## config.mk

```make
export PLATFORM = sky130hd
export DESIGN_NAME = sseg_scan_display
export DESIGN_NICKNAME = d
export VERILOG_FILES = /design/src/rtl/sseg_pkg.sv /design/src/rtl/sseg_hex_encoder.sv /design/src/rtl/sseg_scan_display.sv
export SDC_FILE = /design/constraint.sdc
export NUM_CORES = 1
export LEC_CHECK = 0
export ABC_AREA = 1
export BUFFER_PORTS_ARGS = -buffer_cell sky130_fd_sc_hd__buf_2
export CORE_UTILIZATION = 60
export CTS_BUF_LIST = sky130_fd_sc_hd__clkbuf_16
export CTS_CLUSTER_SIZE = 10
export DETAILED_ROUTE_END_ITERATION = 6
export GPL_TIMING_DRIVEN = 0
export PLACE_DENSITY = 0.94
export SYNTH_ARGS = -nofsm -noshare
export SYNTH_HDL_FRONTEND = slang
export SYNTH_SLANG_ARGS = --single-unit
```

## constraint.sdc

```tcl
create_clock -name clk -period 4 [get_ports clk]
set_clock_uncertainty 0.05 [all_clocks]
set_input_delay 0 -clock clk [delete_from_list [all_inputs] [get_ports clk]]
set_output_delay 0 -clock clk [all_outputs]
set_load 0.01 [all_outputs]
```

## src/rtl/sseg_pkg.sv

```systemverilog
// Shared constants for the seven-segment display path: the dark pattern,
// the hex-to-segment table and a width helper that never returns zero.
package sseg_pkg;

  // All segments and the decimal point off (active-low outputs).
  localparam logic [7:0] SEG_OFF = 8'hFF;

  // Active-low patterns for nibbles 0..F with the decimal point off.
  // Bit 7 is dp, bits 6:0 are segments g..a.
  localparam logic [7:0] HEX_SEG_TABLE [16] = '{
    8'hC0, 8'hF9, 8'hA4, 8'hB0, 8'h99, 8'h92, 8'h82, 8'hF8,
    8'h80, 8'h98, 8'h88, 8'h83, 8'hA7, 8'hA1, 8'h86, 8'h8E
  };

  // Bits needed to index n items, with a floor of 1 so a one-digit
  // display still gets a real index port.
  function automatic int clog2_min1(input int n);
    int r;
    r = 0;
    for (int i = 0; i < 31; i++) begin
      if ((1 << i) < n) r = i + 1;
    end
    return (r < 1) ? 1 : r;
  endfunction

endpackage

```

## src/rtl/sseg_hex_encoder.sv

```systemverilog
// Combinational nibble-to-segment encoder: looks the nibble up in the
// shared table and overlays the decimal point (dp=1 lights it).
module sseg_hex_encoder
  import sseg_pkg::*;
(
  input  logic [3:0] nibble,
  input  logic       dp,
  output logic [7:0] seg
);

  // Table lookup for g..a; bit 7 is driven low when the dp is requested.
  always_comb begin
    seg      = HEX_SEG_TABLE[nibble];
    seg[7]   = ~dp;
  end

endmodule

```

## src/rtl/sseg_scan_display.sv

```systemverilog
// Multiplexed common-anode seven-segment driver. A load strobe captures the
// packed hex word plus dp/blank masks into shadow registers; a prescaler
// then scans the digits one slot at a time with a short all-dark gap at the
// start of every slot to prevent ghosting. All display outputs are registered.
//
// Interface timing: load is a one-cycle strobe with no ready/backpressure;
// the block accepts it on any rising edge where reset_n=1 and the new value
// is visible on sseg from the following edge. enable gates the scan only.
module sseg_scan_display
  import sseg_pkg::*;
#(
  parameter int NUM_DIGITS   = 4,
  parameter int REFRESH_DIV  = 100000,
  parameter int BLANK_CYCLES = 16,
  parameter bit LZ_BLANK     = 1'b0
) (
  input  logic                                 clk,
  input  logic                                 reset_n,
  input  logic                                 enable,
  input  logic                                 load,
  input  logic [4*NUM_DIGITS-1:0]              data_in,
  input  logic [NUM_DIGITS-1:0]                dp_in,
  input  logic [NUM_DIGITS-1:0]                blank_in,
  output logic [7:0]                           sseg,
  output logic [NUM_DIGITS-1:0]                an,
  output logic [clog2_min1(NUM_DIGITS)-1:0]    digit_idx
);

  localparam int IDX_W = clog2_min1(NUM_DIGITS);
  localparam int PS_W  = clog2_min1(REFRESH_DIV);

  localparam logic [PS_W-1:0]  PS_LAST  = PS_W'(REFRESH_DIV - 1);
  localparam logic [PS_W-1:0]  GAP_END  = PS_W'(BLANK_CYCLES);
  localparam logic [IDX_W-1:0] IDX_LAST = IDX_W'(NUM_DIGITS - 1);

  logic [4*NUM_DIGITS-1:0] shadow_data;
  logic [NUM_DIGITS-1:0]   shadow_dp;
  logic [NUM_DIGITS-1:0]   shadow_blank;
  logic [PS_W-1:0]         prescaler;

  logic [3:0]              nib [NUM_DIGITS];
  logic [NUM_DIGITS-1:0]   digit_dark;
  logic [NUM_DIGITS-1:0]   an_lit;
  logic [7:0]              enc_seg;
  logic                    show_digit;

  // Shadow registers: captured only on the load strobe, otherwise held.
  always_ff @(posedge clk) begin
    if (!reset_n) begin
      shadow_data  <= '0;
      shadow_dp    <= '0;
      shadow_blank <= '0;
    end else if (load) begin
      shadow_data  <= data_in;
      shadow_dp    <= dp_in;
      shadow_blank <= blank_in;
    end
  end

  // Slot prescaler and digit index; both freeze while enable is low.
  always_ff @(posedge clk) begin
    if (!reset_n) begin
      prescaler <= '0;
      digit_idx <= '0;
    end else if (enable) begin
      if (prescaler == PS_LAST) begin
        prescaler <= '0;
        digit_idx <= (digit_idx == IDX_LAST) ? '0 : digit_idx + IDX_W'(1);
      end else begin
        prescaler <= prescaler + PS_W'(1);
      end
    end
  end

  // Split the packed shadow word into per-digit nibbles.
  always_comb begin
    for (int i = 0; i < NUM_DIGITS; i++) begin
      nib[i] = shadow_data[4*i +: 4];
    end
  end

  // Per-digit dark mask: forced blank, or a leading zero when suppression
  // is on (walks from the top digit down; digit 0 always shows).
  always_comb begin
    logic upper_zero;
    upper_zero = 1'b1;
    digit_dark = '0;
    for (int i = NUM_DIGITS - 1; i >= 0; i--) begin
      upper_zero    = upper_zero && (nib[i] == 4'h0);
      digit_dark[i] = shadow_blank[i] || (LZ_BLANK && (i != 0) && upper_zero);
    end
  end

  // One-hot-low anode pattern for the current slot.
  always_comb begin
    an_lit            = '1;
    an_lit[digit_idx] = 1'b0;
  end

  sseg_hex_encoder u_enc (
    .nibble (nib[digit_idx]),
    .dp     (shadow_dp[digit_idx]),
    .seg    (enc_seg)
  );

  // A digit is driven only when scanning, past the anti-ghost gap and not dark.
  always_comb begin
    show_digit = enable && (prescaler >= GAP_END) && !digit_dark[digit_idx];
  end

  // Registered pin drivers, one cycle behind the index/prescaler/shadow state.
  always_ff @(posedge clk) begin
    if (!reset_n) begin
      an   <= '1;
      sseg <= SEG_OFF;
    end else if (show_digit) begin
      an   <= an_lit;
      sseg <= enc_seg;
    end else begin
      an   <= '1;
      sseg <= SEG_OFF;
    end
  end

endmodule
```

# Yosys cells after proc, flatten, opt, wreduce, memory -nomap -nowiden
# Memories as Yosys holds them, arrays and structs flattened. A register that Yosys moved wholly into a read port is not among the register bits.
# Index checks and enable logic that the tools add are counted.
totals:
  output_inout_bits: 14
  inputBits: 28
  word_cells: 41
  latch_bits: 0
  reg_bits: 55
  n_memories: 1
  mem_bits_rw: 0
  mem_bits_ro: 128
op_classes:
  add_sub_neg: 2
  muxes: 13
  n_mul: 0
  eq_ne: 2
  shift: 0
  magnitude_cmp: 5
  bitwise: 4
  div_mod_pow: 0
  reduce_logical: 7
mem_list:
  columns: ["memory", "words", "width", "rd", "rd_clocked_by_memory_dff", "write_ports", "line_no", "text"]
  rows:
  - ["(no name shown)", 16, 8, 1, 1, 0, "sseg_hex_encoder.sv:13", "seg = HEX_SEG_TABLE[nibble];"]
ops:
  columns: ["op", "count"]
  rows:
  - ["$add 17x1->17 const B", 1]
  - ["$eq 17x17->1 const B", 1]
  - ["$ge 17x5->1 const B", 1]
  - ["$mux 17", 1]
  - ["$mux 7", 2]
  - ["$bmux 4 s2", 1]
  - ["$mux 4", 2]
  - ["$ge 5x5->1 const B", 1]
  - ["$not 4->5", 1]
  - ["$bmux 1 s2", 2]
  - ["$not 4->4", 1]
  - ["$reduce_and 2->1", 2]
  - ["$ge 3x3->1 const B", 1]
  - ["$logic_and 1x1->1", 3]
  - ["$lt 2x3->1 const B", 1]
  - ["$mux 1", 3]
  - ["$not 2->3", 1]
  - ["$add 2x1->2 const B", 1]
  - ["$demux 1 s2", 1]
  - ["$eq 2x2->1 const B", 1]
  - ["$ge 2x1->1 const B", 1]
  - ["$logic_not 1->1", 2]
  - ["$mux 2", 1]
  - ["$not 1->1", 1]

# Longest topological paths before layout
# Gate-level depths: netlist of the first run.
depth:
  depth_word: 8
  ltp_mapped: 12
  depth_no_buf: 10

# Cells and area by module
# A second synthesis of the first run with hierarchy kept.
hier_totals:
  cells_unflattened: 384
  hier_area_um2: 2726.4
modules_own_cells:
  columns: ["module", "area_per_inst_um2", "instances", "cells_per_inst", "seq_area_each_um2"]
  rows:
  - ["sseg_scan_display", 2451.1, 1, 337, 1101.1]
  - ["sseg_hex_encoder", 275.3, 1, 47, 0.0]

# Worst setup path before layout of the first run
# No wires, ideal clock.
synth_path:
  path_type: "reg2reg"
  start: "reg digit_idx[0]"
  end: "reg sseg[3]"
  stages_incl_launch_ff: 13
  path_slack_ns: 2.330
  n_path_buf: 2
  setup_ns: 0.117
  t_arrival_ns: 1.503
  required_time_ns: 3.833
  synth_period_minus_slack_ns: 1.670
  path_cell_list: "dfxtp_1 -> buf_6 -> inv_4 -> buf_8 -> nand2_1 -> nand3_1 -> nand2_1 -> inv_1 -> ha_1 -> inv_1 -> nand2_1 -> nand3_1 -> nand3_2"
synth_via:
  elab_chain_cells: 6
  elab_cells_between_ends: 11
  classes_between: "5 x mux; 2 x bitwise; 4 x reduce/logical"
synth_rtl:
  columns: ["item", "line_no", "text"]
  rows:
  - ["start: declaration", "sseg_scan_display.sv:26", "output logic [clog2_min1(NUM_DIGITS)-1:0] digit_idx"]
  - ["start signal: assignment", "sseg_scan_display.sv:68", "digit_idx <= (digit_idx == IDX_LAST) ? '0 : digit_idx + IDX_W'(1);"]
  - ["$bmux 1 s2", "sseg_scan_display.sv:108", "show_digit = enable && (prescaler >= GAP_END) && !digit_dark[digit_idx];"]
  - ["$mux 1 (implied by the code)", "sseg_scan_display.sv:108", null]
  - ["$logic_not 1->1", "sseg_scan_display.sv:108", null]
  - ["$logic_and 1x1->1", "sseg_scan_display.sv:108", null]
  - ["$reduce_and 2->1 (no source line)", null, null]
  - ["$logic_not 1->1 (no source line)", null, null]
  - ["end: declaration", "sseg_scan_display.sv:24", "output logic [7:0] sseg,"]
# Several ways; a longest one is shown, not always the timed one. The select of a mux whose other input is x is not followed.
# A chain may end at the register's enable or synchronous reset.

# Worst setup path in the final report of the first run
# Ends and elaborated chain as after synthesis.

==> results of run 1 <==
==> state kept, by name, summed over array words and instances (netlist names) <==
signal	cells
shadow_dp	4
prescaler	17
shadow_data	16
digit_idx	2
digit_dark	4
sseg	8
an	4
==> worst max-delay path: stages (launching register included) <==
cell and delay (ns):
dfxtp_1 0.40, buf_6 0.17, inv_4 0.04, buf_8 0.14, nand2_1 0.06, nand3_1 0.06, nand2_1 0.21, inv_1 0.12
ha_1 0.22, inv_1 0.07, nand2_1 0.07, nand3_1 0.11, nand3_2 0.07
==> layout make-up <==
type	count	area, um^2	share of cell area [%]
Multi-Input combinational cell	279	1410	40.8
Sequential cell	55	1100	31.9
Tap cell	52	65.1	1.88
Inverter	43	166	4.82
Clock buffer	5	125	3.62
Clock inverter	3	43.8	1.27
Buffer	13	82.6	2.39
Timing Repair Buffer	65	455	13.2
Antenna cell	1	2.50	0.0725
==> worst min path at each step <==
| stage | start | to | slack (ns) | cells past startpoint |
|---|---|---|---|---|
| 6_report | reset_n | prescaler[0] | 0.07 | 3 |
| 3_5_place_dp | data_in[5] | shadow_data[5] | 0.18 | 3 |
| 2_1_floorplan | data_in[13] | shadow_data[13] | 0.08 | 2 |
| 4_1_cts | reset_n | prescaler[3] | 0.06 | 3 |
| 5_1_grt | reset_n | prescaler[0] | 0.08 | 3 |
| 3_3_place_gp | dp_in[1] | shadow_dp[1] | 0.17 | 3 |
==> layer usage <==
layer,GRT usage (%),wire (um),up-vias
met5,0,0,-
met4,20.0,501,0
met3,7.56,719,60
met2,56.3,3620,196
met1,38.6,2890,1275
li1,-,-,1361
==> power breakdown <==
| part | total, mW | switching [mW] | internal, mW |
|---|---|---|---|
| Combinational | 0.130 | 0.0760 | 0.0541 |
| Clock | 0.495 | 0.200 | 0.296 |
| Sequential | 0.577 | 0.0110 | 0.566 |
| Total | 1.20 | 0.287 | 0.916 |
==> through the flow <==
step                      cell area (um^2)  cells  hold slack, ns  power (mW)
after floorplan                       2760    390          0.0849       0.653
after global placement                3020    481           0.171       0.680
after detailed placement              3020    481           0.178       0.684
after CTS                             3450    515          0.0576        1.19
after global routing                  3450    516          0.0803        1.24
final                                 3450    516          0.0664        1.20
==> layout by cell type, fill, tap and decap left out, types with 11 or more instances in the layout <==
master | synthesis | routed
nor2_1 | 81 | 81
dlygate4sd3_1 | 0 | 26
dfxtp_1 | 55 | 55
a21oi_1 | 12 | 12
inv_1 | 36 | 36
o21ai_0 | 29 | 29
ha_1 | 11 | 11
buf_2 | 0 | 39
nand2_1 | 78 | 78
nand3_1 | 26 | 26
==> cell families after synthesis <==
family                   after synthesis  share of synthesized area (%)
AND/OR/NAND/NOR                      218                           36.0
buffers and inverters                 56                           9.02
flip-flops                            55                           39.9
AO/OA/AOI/OAI                         45                           8.48
adder cells (fa/ha/maj)               11                           4.99
XOR/XNOR                               5                           1.59
==> what timing repair did <==
action | in CTS | in global routing
gates resized for setup | 0 | 0
hold buffers | 26 | 0
endpoints found under the hold margin | 25 | 0
==> run_results.csv, run 1 <==
group,metric,value,unit
finish,final_core_util,78.7,%
hold_path,hold_class,"in -> reg",
die,die_w,69.8,um
critical_path,crit_start,"digit_idx[0]",
grt,grt_max_degree,18,
clocking,clk_latency,0.29,ns
critical_path,end_kind,"flop",
clocking,ctsHtreeMaxLevel,2,
yosys,ys_seq_area_share,39.9,%
job,drv_cap,0,
die,start_util,63.0,%
yosys,synthFlopType,"dfxtp_1",
critical_path,cp-start-kind,"flop",
placed_design,dp_hpwl,4190,um
routing,drt_wl_total,7730,um
yosys,syn_area,2760,um^2
timing,maxSlewHeadroom,66.9,%
yosys,async_flop_share,0,%
critical_path,crit_arrival,2.04,ns
routing,dr.first_iter.drc_count,280,
timing,layout_min_cycle_time,1.91,ns
routing,routedWlPerCell,15.0,um
critical_path,critPathKind,"reg -> reg",
critical_path,r2r-start,"digit_idx[0]",
critical_path,r2r_end,"sseg[3]",
clocking,cts_tree,"built",
routing,antenna_left,0,
critical_path,r2r_setup_slack,2.09,ns
grt,grt_pass1_vias,2748,
die,ioPinCount,42,
timing,rsz0062_at_grt,"false",
yosys,synth.most_common_cell,"nor2_1",
finish,fin_nets,501,
timing,max_freq,525,MHz
die,die_area,4880,um^2
placed_design,gp_congestion,0.899,
timing,finalMaxSlewViolations,0,
routing,first_pass_iters,5,
timing,hold_viol_final,0,
placed_design,dp_slack,2.18,ns
yosys,yosysWarnings,0,
timing,setup_violations,0,
routing,drc_errors,0,
yosys,synthTopCellsByArea,"dfxtp_1 40%, nor2_1 11%, nand2_1 11%, o21ai_0 5.3%, ha_1 5.0%",
clocking,numCtsBuffers,5,
die,std_cell_rows,24,
grt,grt-ovfl-total,0,
yosys,synth_nets,429,
timing,fin_tns_setup,0,ns
grt,grt_use_total,33.5,%
yosys,synth-edff-count,0,
power_and_ir_drop,pwr_density_cell,348,nW/um^2
yosys,synth_seq_cells,55,
die,core-area,4380,um^2
finish,nFillCells,256,
yosys,yosys.cell_types.count,30,
grt,grt_pass1_wl,12700,um
die,fp.dieH,69.8,um
clocking,root_buffer,"clkbuf_16",
placed_design,io_buffers,39,
routing,drt-vias-per-instance,5.60,
outcome,status,"finished, final reports clean",
yosys,synth_top_area_share,39.9,%
grt,antenna_found_initial,1,
yosys,synthCells,390,
yosys,yosys-top-cells-count,"81 x nor2_1, 78 x nand2_1, 55 x dfxtp_1",
timing,worstMarginPinSlew,0.496,ns
clocking,cts_sinks,55,
timing,period_share,47.6,%
yosys,yosys.area.top_type,"dfxtp_1",
clocking,clockBufferDepth,2,
critical_path,cp_max_fo,11,
power_and_ir_drop,vdd_drop_max,0.233,mV
finish,areaGrowthSynthToFinish,25.1,%
clocking,cts_setup_buffers,0,
critical_path,worstPathRequired,4.14,ns
critical_path,endpoint,"sseg[3]",
clocking,clk_pin_slew,0.07,ns
power_and_ir_drop,power.leakage,1.56,nW
finish,post_route_cells_drive_above_1_share,19.0,%
timing,fin_ws,2.09,ns
yosys,postSynthAreaPerCell,7.08,um^2
critical_path,reg2regPathDepth,12,
routing,dr_total_vias,2892,
No activity file was read; power rests on OpenSTA's default activity.
==> run 2: changes to the inputs <==
--- a/config.mk
+++ b/config.mk
@@ -5,14 +5,14 @@
 export SDC_FILE = /design/constraint.sdc
 export NUM_CORES = 1
 export LEC_CHECK = 0
-export ABC_AREA = 1
+export ABC_AREA = 0
 export BUFFER_PORTS_ARGS = -buffer_cell sky130_fd_sc_hd__buf_2
-export CORE_UTILIZATION = 60
+export CORE_UTILIZATION = 55
 export CTS_BUF_LIST = sky130_fd_sc_hd__clkbuf_16
 export CTS_CLUSTER_SIZE = 10
 export DETAILED_ROUTE_END_ITERATION = 6
 export GPL_TIMING_DRIVEN = 0
-export PLACE_DENSITY = 0.94
+export PLACE_DENSITY = 0.88
 export SYNTH_ARGS = -nofsm -noshare
 export SYNTH_HDL_FRONTEND = slang
 export SYNTH_SLANG_ARGS = --single-unit
==> constraint.sdc (replaced) <==
create_clock -name clk -period 1.9 [get_ports clk]
set_clock_uncertainty 0.05 [all_clocks]
set_input_delay 0 -clock clk [delete_from_list [all_inputs] [get_ports clk]]
set_output_delay 0 -clock clk [all_outputs]
set_load 0.01 [all_outputs]
==> run_results.csv, run 2 <==
group,metric,value,unit
outcome,status,"finished with violations",
outcome,violations,"setup timing",
critical_path,crit_start,"digit_idx[0]",
die,ioPinCount,42,
finish,largest_reg_flops,17,
critical_path,cp-start-kind,"flop",
finish,multi_input_area,1460,um^2
die,std_cell_rows,24,
critical_path,slowest_delay,0.59,ns
timing,finalMaxSlewViolations,0,
yosys,yosys.cell_types.count,34,
finish,layout_common_cells,"48 x dfxtp_1, 42 x buf_2, 27 x mux2i_1",
grt,grt_use_total,29.3,%
power_and_ir_drop,p_seq_share,50.1,%
yosys,synth_nets,297,
timing,layout_min_cycle_time,1.99,ns
power_and_ir_drop,pwr-share-clk,37.7,%
yosys,synth_top_area_share,43.5,%
timing,max_freq,503,MHz
placed_design,placed_cells,348,
placed_design,gp_congestion,0.847,
grt,antenna_found_initial,0,
finish,top_register,"prescaler",
routing,antenna_left,0,
clocking,clk_pin_slew,0.08,ns
routing,dr.first_iter.drc_count,292,
yosys,synth.most_common_cell,"dfxtp_1",
clocking,root_buffer,"clkbuf_16",
die,start_util,57.7,%
timing,maxSlewHeadroom,50.6,%
placed_design,io_buffers,38,
finish,reg.largest.list,"prescaler: 17 flops, shadow_data: 16 flops, sseg: 8 flops",
clocking,clk_latency,0.30,ns
yosys,ys_seq_area_share,43.5,%
power_and_ir_drop,p_comb_share,12.2,%
power_and_ir_drop,netSwitchingFraction,24.6,%
critical_path,crit_arrival,2.13,ns
routing,drt_wl_total,7180,um
routing,drt-vias-per-instance,5.92,
routing,dr_total_vias,2302,
yosys,synth_seq_cells,55,
critical_path,worstPathRequired,2.04,ns
critical_path,end_kind,"flop",
die,die_area,4870,um^2
clocking,cts_tree,"built",
power_and_ir_drop,power.leakage,1.35,nW
timing,rsz0062_at_grt,"true",
timing,hold_viol_final,0,
routing,first_pass_iters,4,
timing,fin_ws,-0.0886,ns
yosys,async_flop_share,0,%
yosys,yosysWarnings,0,
timing,period_share,105,%
finish,regArea,1120,um^2
yosys,postSynthAreaPerCell,9.81,um^2
yosys,yosys-top-cells-count,"55 x dfxtp_1, 27 x mux2i_1, 26 x nor2b_1",
finish,layout.cells.non_filler,389,
die,fp.dieH,69.8,um
placed_design,dp_hpwl,3610,um
critical_path,critPathKind,"reg -> reg",
hold_path,hp-start,"enable",
finish,final_core_util,77.9,%
yosys,syn_area,2530,um^2
clocking,cts_sinks,55,
clocking,numCtsBuffers,5,
critical_path,cp_max_fo,7,
grt,grt_max_degree,17,
power_and_ir_drop,p_switching,594,uW
yosys,synthFlopType,"dfxtp_1",
finish,mostFrequentLayoutCell,"dfxtp_1",
critical_path,crit_chain,"buf_12 -> mux4_2 -> inv_2 -> ha_4 -> mux2i_1 -> nor2_1 -> o21ai_1",
routing,drc_errors,0,
die,core-area,4380,um^2
grt,grt_pass1_wl,11000,um
finish,fin_nets,375,
timing,worstMarginPinSlew,0.741,ns
yosys,synth-edff-count,0,
timing,worst_hold_slack,0.0176,ns
job,drv_cap,0,
critical_path,slowest_stage,"mux4_2",
routing,routedWlPerCell,18.4,um
clocking,ctsHtreeMaxLevel,2,
die,die_w,69.8,um
finish,areaGrowthSynthToFinish,35.1,%
timing,setup_violations,2,
power_and_ir_drop,vdd_drop_max,0.617,mV
power_and_ir_drop,pwr_density_cell,706,nW/um^2
critical_path,r2r-start,"digit_idx[0]",
yosys,synthTopCellsByArea,"dfxtp_1 44%, mux2i_1 11%, nor2b_1 6.4%, ha_1 5.4%, mux4_2 5.3%",
grt,grt_pass1_vias,2305,
yosys,synthCells,258,
clocking,clockBufferDepth,2,
finish,num_antenna_cells,0,
finish,nFillCells,243,
power_and_ir_drop,p_int,1.82,mW
power_and_ir_drop,power,2.41,mW
hold_path,hold_class,"in -> reg",
grt,grt-ovfl-total,0,
finish,post_route_cells_drive_above_1_share,28.8,%
yosys,yosys.area.top_type,"dfxtp_1",
## run 2: what timing repair did
item,4_1_cts,5_1_grt
endpoints found under the hold margin,23,0
setup endpoints to repair,24,21
buffers inserted,6,5
pin swaps,1,4
resized for setup,11,30
hold buffers,23,0
## run 2: power groups by stage
stage	combinational [mW]	clock [mW]	sequential, mW
after global routing	0.316	0.950	1.21
after global placement	0.182	0	1.23
after floorplan	0.137	0	1.23
after detailed placement	0.191	0	1.23
after CTS	0.248	0.893	1.21
final	0.294	0.910	1.21
## run 2: kinds of logic (layout without fill, tap and decap cells)
kind of cell,count (synthesis),after routing,synth area share (%)
xor gates and xnor gates,11,11,3.81
AOI/OAI and AO/OA,29,29,7.12
muxes,33,33,16.0
buffers and inverters,25,104,4.01
DFF,55,55,43.5
and+or+nand+nor,94,94,20.1
adders and majority gates,11,11,5.44
## run 2: path summary, 6_finish.rpt
path                         end  slack, ns  cells past startpoint
setup / recovery         sseg[3]      -0.09                      7
hold / removal      prescaler[0]       0.02                      3
setup reg to reg         sseg[3]      -0.09                      7
hold reg to reg   shadow_data[6]       0.48                      2
## run 2: area by class of cell
type | instances | share of cell area [%]
Inverter | 9 | 1.06
Clock buffer | 5 | 3.66
Timing Repair Buffer | 72 | 14.9
Sequential cell | 55 | 32.8
Multi-Input combinational cell | 178 | 42.7
Clock inverter | 3 | 0.439
Buffer | 15 | 2.53
Tap cell | 52 | 1.90
## run 2: layer usage
layer  global-route usage (%)  vias up  wire length (um)
met5                        0        -                 0
met2                     52.2      118              3730
met1                     32.6     1106              2820
li1                         -     1054                 -
met4                     14.2        0               240
met3                     6.54       24               388
## run 2: worst max-delay path: cells and delay by family (launching register included)
| family | cells | cell delay [ns] |
|---|---|---|
| AO/OA/AOI/OAI | 1 | 0.08 |
| adder cells (fa/ha/maj) | 1 | 0.24 |
| buffers and inverters | 2 | 0.29 |
| flip-flops | 1 | 0.37 |
| multiplexers | 2 | 0.73 |
| AND/OR/NAND/NOR | 1 | 0.13 |
## run 2: per-stage QoR
stage | worst slack, ns | TNS (ns) | area (um^2)
after floorplan | 0.00278 | 0 | 2540
after detailed placement | -0.355 | -4.27 | 2800
after global routing | -0.158 | -0.387 | 3420
final | -0.0886 | -0.141 | 3420
after CTS | -0.00549 | -0.00549 | 3270
after global placement | -0.332 | -3.71 | 2800
